## src/rtl/div16by8_seq_if.sv

```systemverilog
// Operand/result handshake bundle for div16by8_seq.
// chk_err is present only when DIV_SELFCHECK_EN is defined.
interface div16by8_seq_if #(
    parameter int W = 8
) ();
    logic           in_valid;
    logic           in_ready;
    logic [2*W-1:0] dividend;
    logic [W-1:0]   divisor;
    logic           out_valid;
    logic           out_ready;
    logic [W-1:0]   quotient;
    logic [W-1:0]   remainder;
    logic           dbz;
    logic           ovf;
`ifdef DIV_SELFCHECK_EN
    logic           chk_err;

    modport master (
        output in_valid, dividend, divisor, out_ready,
        input  in_ready, out_valid, quotient, remainder, dbz, ovf, chk_err
    );
    modport slave (
        input  in_valid, dividend, divisor, out_ready,
        output in_ready, out_valid, quotient, remainder, dbz, ovf, chk_err
    );
`else
    modport master (
        output in_valid, dividend, divisor, out_ready,
        input  in_ready, out_valid, quotient, remainder, dbz, ovf
    );
    modport slave (
        input  in_valid, dividend, divisor, out_ready,
        output in_ready, out_valid, quotient, remainder, dbz, ovf
    );
`endif
endinterface

```

## src/rtl/div16by8_seq.sv

```systemverilog
// Sequential restoring divider, 2W/W bits, one quotient bit per clock.
// DIV_SELFCHECK_EN adds chk_err: q*d+r cross-check of normal results.
//
// state | meaning
// IDLE  | in_ready=1, operands accepted on in_valid
// CALC  | W restoring iterations on {R,Q}
// DONE  | result held with out_valid=1 until out_ready
module div16by8_seq #(
    parameter int W = 8
) (
    input  logic           clk,
    input  logic           rst_n,
    div16by8_seq_if.slave  bus
);
    localparam int CW = $clog2(W + 1);

    typedef enum logic [1:0] {IDLE, CALC, DONE} state_t;

    state_t         state, state_nxt;
    logic [W-1:0]   rem_q;
    logic [W-1:0]   quo_q;
    logic [W-1:0]   dvs_q;
    logic [CW-1:0]  cnt;
    logic           dbz_q, ovf_q;
    logic [W:0]     rem_sh;
    logic           rem_ge;
    logic           accept, last_iter, div_zero, div_ovf;

    // R is kept W bits wide: after every restore it is below the divisor,
    // so its top bit only exists transiently in the shifted value.
    assign rem_sh    = {rem_q, quo_q[W-1]};
    assign rem_ge    = rem_sh >= {1'b0, dvs_q};
    assign accept    = (state == IDLE) && bus.in_valid;
    assign last_iter = (state == CALC) && (cnt == CW'(W - 1));
    assign div_zero  = (bus.divisor == '0);
    assign div_ovf   = (bus.dividend[2*W-1:W] >= bus.divisor);

    always_ff @(posedge clk or negedge rst_n) begin
        if (!rst_n) state <= IDLE;
        else        state <= state_nxt;
    end

    always_comb begin
        state_nxt = state;
        case (state)
            IDLE: if (bus.in_valid) state_nxt = (div_zero || div_ovf) ? DONE : CALC;
            CALC: if (last_iter) state_nxt = DONE;
            DONE: if (bus.out_ready) state_nxt = IDLE;
            default: state_nxt = IDLE;
        endcase
    end

    always_ff @(posedge clk or negedge rst_n) begin
        if (!rst_n) begin
            rem_q <= '0;
            quo_q <= '0;
            dvs_q <= '0;
            cnt   <= '0;
            dbz_q <= 1'b0;
            ovf_q <= 1'b0;
        end else if (accept) begin
            dvs_q <= bus.divisor;
            cnt   <= '0;
            dbz_q <= div_zero;
            ovf_q <= !div_zero && div_ovf;
            if (div_zero || div_ovf) begin
                quo_q <= '1;
                rem_q <= bus.dividend[W-1:0];
            end else begin
                quo_q <= bus.dividend[W-1:0];
                rem_q <= bus.dividend[2*W-1:W];
            end
        end else if (state == CALC) begin
            cnt   <= cnt + CW'(1);
            quo_q <= {quo_q[W-2:0], rem_ge};
            rem_q <= rem_ge ? W'(rem_sh - {1'b0, dvs_q}) : rem_sh[W-1:0];
        end
    end

    assign bus.in_ready  = (state == IDLE);
    assign bus.out_valid = (state == DONE);
    assign bus.quotient  = quo_q;
    assign bus.remainder = rem_q;
    assign bus.dbz       = dbz_q;
    assign bus.ovf       = ovf_q;

`ifdef DIV_SELFCHECK_EN
    logic [2*W-1:0] dvd_q;
    logic [2*W-1:0] recon;

    always_ff @(posedge clk or negedge rst_n) begin
        if (!rst_n)      dvd_q <= '0;
        else if (accept) dvd_q <= bus.dividend;
    end

    assign recon       = ({{W{1'b0}}, quo_q} * {{W{1'b0}}, dvs_q}) + {{W{1'b0}}, rem_q};
    assign bus.chk_err = (state == DONE) && !dbz_q && !ovf_q && (recon != dvd_q);
`endif
endmodule

```

## src/flat_wrapper.sv

```systemverilog
// flat-port wrapper written by rule: the top's interface ports become plain ports
module div16by8_seq_flat 
#(
    parameter int W = 8
)
  (clk, rst_n, bus_in_valid, bus_dividend, bus_divisor, bus_out_ready, bus_in_ready, bus_out_valid, bus_quotient, bus_remainder, bus_dbz, bus_ovf);
  div16by8_seq_if #(.W(W)) bus_i ();
  input  logic clk;
  input  logic rst_n;
  input wire logic [$bits(bus_i.in_valid)-1:0] bus_in_valid;
  input wire logic [$bits(bus_i.dividend)-1:0] bus_dividend;
  input wire logic [$bits(bus_i.divisor)-1:0] bus_divisor;
  input wire logic [$bits(bus_i.out_ready)-1:0] bus_out_ready;
  output wire logic [$bits(bus_i.in_ready)-1:0] bus_in_ready;
  output wire logic [$bits(bus_i.out_valid)-1:0] bus_out_valid;
  output wire logic [$bits(bus_i.quotient)-1:0] bus_quotient;
  output wire logic [$bits(bus_i.remainder)-1:0] bus_remainder;
  output wire logic [$bits(bus_i.dbz)-1:0] bus_dbz;
  output wire logic [$bits(bus_i.ovf)-1:0] bus_ovf;
  assign bus_i.in_valid = bus_in_valid;
  assign bus_i.dividend = bus_dividend;
  assign bus_i.divisor = bus_divisor;
  assign bus_i.out_ready = bus_out_ready;
  assign bus_in_ready = bus_i.in_ready;
  assign bus_out_valid = bus_i.out_valid;
  assign bus_quotient = bus_i.quotient;
  assign bus_remainder = bus_i.remainder;
  assign bus_dbz = bus_i.dbz;
  assign bus_ovf = bus_i.ovf;
  div16by8_seq #(.W(W)) u_core (.clk(clk), .rst_n(rst_n), .bus(bus_i));
endmodule
```

## config.mk

```make
export PLATFORM = sky130hd
export DESIGN_NAME = div16by8_seq_flat
export DESIGN_NICKNAME = d
export VERILOG_FILES = /design/src/rtl/div16by8_seq_if.sv /design/src/rtl/div16by8_seq.sv /design/src/flat_wrapper.sv
export SDC_FILE = /design/constraint.sdc
export NUM_CORES = 1
export LEC_CHECK = 0
export ABC_AREA = 1
export BUFFER_PORTS_ARGS = -buffer_cell sky130_fd_sc_hd__buf_2
export CORE_AREA = 8 8 81 83
export DETAILED_ROUTE_END_ITERATION = 8
export DIE_AREA = 0 0 89 91
export GPL_TIMING_DRIVEN = 0
export MAX_ROUTING_LAYER = met4
export PLACE_DENSITY = 0.78
export SETUP_SLACK_MARGIN = 0.4
export SLEW_MARGIN = 20
export SYNTH_ARGS = -nofsm -noshare
export SYNTH_HDL_FRONTEND = slang
export SYNTH_SLANG_ARGS = --single-unit
```

## constraint.sdc

```tcl
create_clock -name clk -period 1.6 [get_ports clk]
set_input_delay 0.24 -clock clk [delete_from_list [all_inputs] [get_ports clk]]
set_output_delay 0.24 -clock clk [all_outputs]
set_load 0.01 [all_outputs]
```

# == After elaboration in Yosys (flattened, before gate mapping) ==
# Cells that the tools add are included.
# word_totals
output_inout_bits,20
ff_bits,32
inputBits,28
wordCells,40
# classes
muxes,14
n_lt_le_gt_ge,2
n_eq_ne,6
n_addsub,2
reduce_logical,9
# ops
cell,count
8-bit 2-to-1 mux,7
9-bit by 8-bit greater-or-equal comparator with 1-bit output,1
8-bit greater-or-equal comparator,1
8-bit logical NOT,1
2-bit 2-to-1 mux,4
4-bit 2-to-1 mux,2
8-bit subtractor,1
2-bit one-hot mux with 3 select lines,1
"4-bit by 1-bit adder with 4-bit output, second input constant",1
"4-bit by 3-bit == test with 1-bit output, second input constant",1
"2-bit != test, second input constant",2
1-bit logical AND,3
3-bit AND reduction,1
"2-bit by 1-bit == test with 1-bit output, second input constant",1
"2-bit == test, second input constant",1
2-bit logical NOT,1
"2-bit by 1-bit != test with 1-bit output, second input constant",1
2-bit nonzero test,1
1-bit logical NOT,1
1-bit logical OR,1

# == Logic depth before layout (Yosys ltp) ==
# logic_depth
ltp_word,5
mapped_depth,14
ltp_nobuf,14

# == Worst setup path before layout ==
# Ideal clock, no wire load.
# synth_path
kind,register -> register
startpoint,register u_core.quo_q[7] (netlist: u_core.bus.quotient[7])
endpoint,register u_core.rem_q[6] (netlist: u_core.bus.remainder[6])
stages_incl_launch_ff,14
synth_period_minus_slack_ps,1772
slack_ps,-172
required_ps,1483
setup_time_ps,117
arrival_ps,1656
n_path_buf,0
path_cell_list,dfrtp_1 > inv_1 > ha_1 > fa_1 > nor2_1 > o21ai_0 > nand2_1 > nand2_1 > nand2_1 > nand2_1 > nand3_1 > nand2_1 > nand2_1 > nand2_1
# synth_via
elab_chain_len,4
word_cells_on_any_way,5
cone_classes,add/sub (1); order compare (1); mux (3)
# synth_rtl
item,line,rtl
start: declaration,div16by8_seq.sv:21,logic [W-1:0] quo_q;
start signal: assignment,div16by8_seq.sv:70,quo_q <= bus.dividend[W-1:0];
start signal: assignment,div16by8_seq.sv:75,"quo_q <= {quo_q[W-2:0], rem_ge};"
8-bit subtractor / 9-bit by 8-bit greater-or-equal comparator with 1-bit output (equally long branches),"div16by8_seq.sv:76, div16by8_seq.sv:32",
8-bit 2-to-1 mux (*),div16by8_seq.sv:76,"rem_q <= rem_ge ? W'(rem_sh - {1'b0, dvs_q}) : rem_sh[W-1:0];"
8-bit 2-to-1 mux (*),div16by8_seq.sv:73,end else if (state == CALC) begin
8-bit 2-to-1 mux (*),div16by8_seq.sv:61,end else if (accept) begin
end signal: assignment,div16by8_seq.sv:68,rem_q <= bus.dividend[W-1:0];
end signal: assignment,div16by8_seq.sv:71,rem_q <= bus.dividend[2*W-1:W];
end signal: assignment,div16by8_seq.sv:76,
end: declaration,div16by8_seq.sv:20,logic [W-1:0] rem_q;
# Mark *: on every way between the ends. The rest lies on a longest branch, timed or not. The select of a mux whose other input is x is not followed.
# A chain may end at the register's enable or synchronous reset.

# == Worst setup path in the final report ==
# layout_path
startpoint,register u_core.dvs_q[6]
endpoint,register u_core.rem_q[0] (netlist: u_core.bus.remainder[0])
# layout_via
elab_chain_len,4
# layout_rtl
item,line,rtl
start: declaration,div16by8_seq.sv:22,logic [W-1:0] dvs_q;
start signal: assignment,div16by8_seq.sv:62,dvs_q <= bus.divisor;
9-bit by 8-bit greater-or-equal comparator with 1-bit output,div16by8_seq.sv:32,"assign rem_ge = rem_sh >= {1'b0, dvs_q};"
8-bit 2-to-1 mux,div16by8_seq.sv:76,
8-bit 2-to-1 mux,div16by8_seq.sv:73,
8-bit 2-to-1 mux,div16by8_seq.sv:61,
# No other way between the ends. The select of a mux whose other input is x is not followed.

==> impl_metrics.ini <==
[status]
status = finished with violations
failed_checks = negative setup slack

[placed_design]
dp.cells = 479
placed_cell_area_um2 = 3070
io_buffers = 47
place.gp.congestion = 0.851
dp_hpwl_mm = 5.48

[clocking]
clockRootBuffer = clkbuf_8
htreeDepth = 2
cts_made_buffers = 5
clk_pin_slew_worst_paths_ps = 80
clk_latency_ps = 300
cts.sinks = 32
cts_tree = yes
clock_path_buffers = 2

[yosys]
avgSynthCellArea_um2 = 7.00
yosysSeqAreaShare = 0.318
postSynthCellCount = 360
ys_seq_elements = 32
yosys_warnings = 0
syn_area_um2 = 2520
synth.net_count = 406
synth_edf_count = 0
async_reset_ff_frac = 1.00
synth_flop_cell = dfrtp_1
yosysUniqueCellTypes = 36

[floorplanning]
initial_core_util = 0.472
chipWidth_um = 89
num_io_pins = 48
die_h_um = 91
die_area_um2 = 8100
design.core.area_um2 = 5340
rows = 27

[timing]
hold_slack_ps = 5.49
fin_crit_ps = 1870
fin_ws_ps = -275
fmax_mhz = 533
finalClockSkew_ps = 15.6
hold_viol = 0
timing.final.crit_share = 1.17
relSlewSlack = 0.502
tightest_slew_ps = 747
finalMaxSlewViolations = 0
setup_viol = 10
rsz0062_at_grt = true

[flow_run]
cap_viol_max_count = 0

[grt]
grt_max_degree = 33
grt_pass1_vias = 2964
grt_pass1_wl_mm = 14.0
overflow = 0
grt_antenna_before_repair = 0
track_usage = 0.221

[worst_setup_path]
cp.arrival_ps = 2100
r2r_slack_ps = -270
end_kind = flop
worst-endpoint-required_ps = 1820
critical_path_class = flop to flop
setup.worst_path.start_class = flop
crit_path_max_fanout = 5

[final_layout]
drive_gt1_frac = 0.499
seq_area_um2 = 811
area_growth_pct = 64.3
instances_no_fill = 537
nets = 510
n_fill_cell = 331
fin_area_um2 = 4140
post-route-util = 0.775
antenna_cells = 0
multi_input_area_um2 = 2000

[detailed_routing]
vias = 3175
firstDrtPassIters = 5
wirelength_mm = 10.6
vias_per_cell = 5.91
route.detailed.drc = 0
final_antenna_net_count = 0
routedWlPerCell_um = 19.7
drtIter0Drc = 348

[pwr]
power_density_nw_per_um2 = 2480
peakVddDrop_v = 0.00128
leakage_nw = 2.05

[worst_hold_path]
hold_path.class = input pin to async pin
-- cells in the mapped netlist (all sizes together) (5+ instances only) --
library cell / n / area (um2)
nand2: 121 / 467
inv: 60 / 225
dfrtp: 32 / 801
nand3: 27 / 148
nor2: 22 / 113
a21oi: 18 / 93.8
o21ai: 18 / 93.8
ha: 17 / 213
nand4: 12 / 111
nor3: 9 / 45.0
nand3b: 6 / 45.0
buf: 5 / 46.3
-- per-stage QoR --
step           TNS [ps]  total power, W  setup slack (ps)
4_1_cts            -696         0.00839             -96.1
3_5_place_dp      -1560         0.00642              -207
3_3_place_gp      -1230         0.00629              -179
6_report          -1910          0.0103              -275
5_1_grt           -2470          0.0108              -324
2_1_floorplan      -118         0.00520             -59.8
-- path summary, 6_finish.rpt --
kind	depth (start not counted)	startpoint	endpoint
max in group asynchronous	1	rst_n	u_core.bus.remainder[2]$_DFFE_PN0P_
worst min-delay path	1	rst_n	u_core.bus.quotient[3]$_DFFE_PN0P_
worst max-delay path	12	u_core.dvs_q[6]$_DFFE_PN0P_	u_core.bus.remainder[0]$_DFFE_PN0P_
worst max register to register	12	u_core.dvs_q[6]$_DFFE_PN0P_	u_core.bus.remainder[0]$_DFFE_PN0P_
min in group clk	3	bus_divisor[2]	u_core.dvs_q[2]$_DFFE_PN0P_
worst min register to register	2	u_core.dvs_q[2]$_DFFE_PN0P_	u_core.dvs_q[2]$_DFFE_PN0P_
-- what timing repair did --
item | CTS | global route
hold buffers | 0 | 0
resized for setup | 53 | 93
setup buffers | 31 | 13
pin swaps | 39 | 29
gates cloned | 2 | 4
setup endpoints to repair | 34 | 40
-- worst max-delay path: stages (launching register included) --
cell     delay (ps)
dfrtp_1         410
inv_2            70
ha_4            260
nand2_2          60
nand2_2          80
a21oi_4         230
buf_6           140
nand4_4         150
nand2_2         110
nand3_2          80
nand2_1          70
nand2_1          70
nand2_1          80
-- state kept, by name, summed over array words and instances (netlist names) --
name,flops
u_core.bus.ovf,1
u_core.bus.dbz,1
u_core.state,2
u_core.bus.remainder,8
u_core.dvs_q,8
u_core.cnt,4
u_core.bus.quotient,8
-- power by group --
part           leakage [nW]  internal (W)  switching (W)  total, W
combinational          1.62       0.00353        0.00422   0.00775
sequential            0.383       0.00124       0.000453   0.00170
clock                0.0552      0.000463       0.000344  0.000807
-- layout make-up --
| cell class | instances | area share |
|---|---|---|
| Clock inverter | 2 | 0.00847 |
| Timing Repair Buffer | 95 | 0.192 |
| Clock buffer | 6 | 0.0175 |
| Tap cell | 72 | 0.0218 |
| Buffer | 6 | 0.0191 |
| Multi-Input combinational cell | 264 | 0.484 |
| Inverter | 60 | 0.0611 |
| Sequential cell | 32 | 0.196 |
-- cells by family after synthesis --
logic type,synth area share
AOI/OAI and AO/OA,0.0989
xor gates and xnor gates,0.0104
adders and majority gates,0.0924
buffers and inverters,0.109
DFF,0.318
and+or+nand+nor,0.371
-- cells in the final DEF, fill, tap and decap left out, drive strengths merged, types with 9 or more instances in the layout --
cell type,Yosys,layout
o21ai,18,18
buf,5,99
inv,60,59
nor2,22,22
nand2,121,122
nand3,27,27
a21oi,18,18
dfrtp,32,32
ha,17,17
nand4,12,13
nor3,9,9
-- metal layers --
metal	GRT usage	share of wire	vias up
li1	-	-	1381
met1	0.259	0.35	1482
met2	0.357	0.49	239
met3	0.0387	0.087	73
met4	0.0985	0.064	0
met5	-	0	-
(Power assumes the default switching activity.)
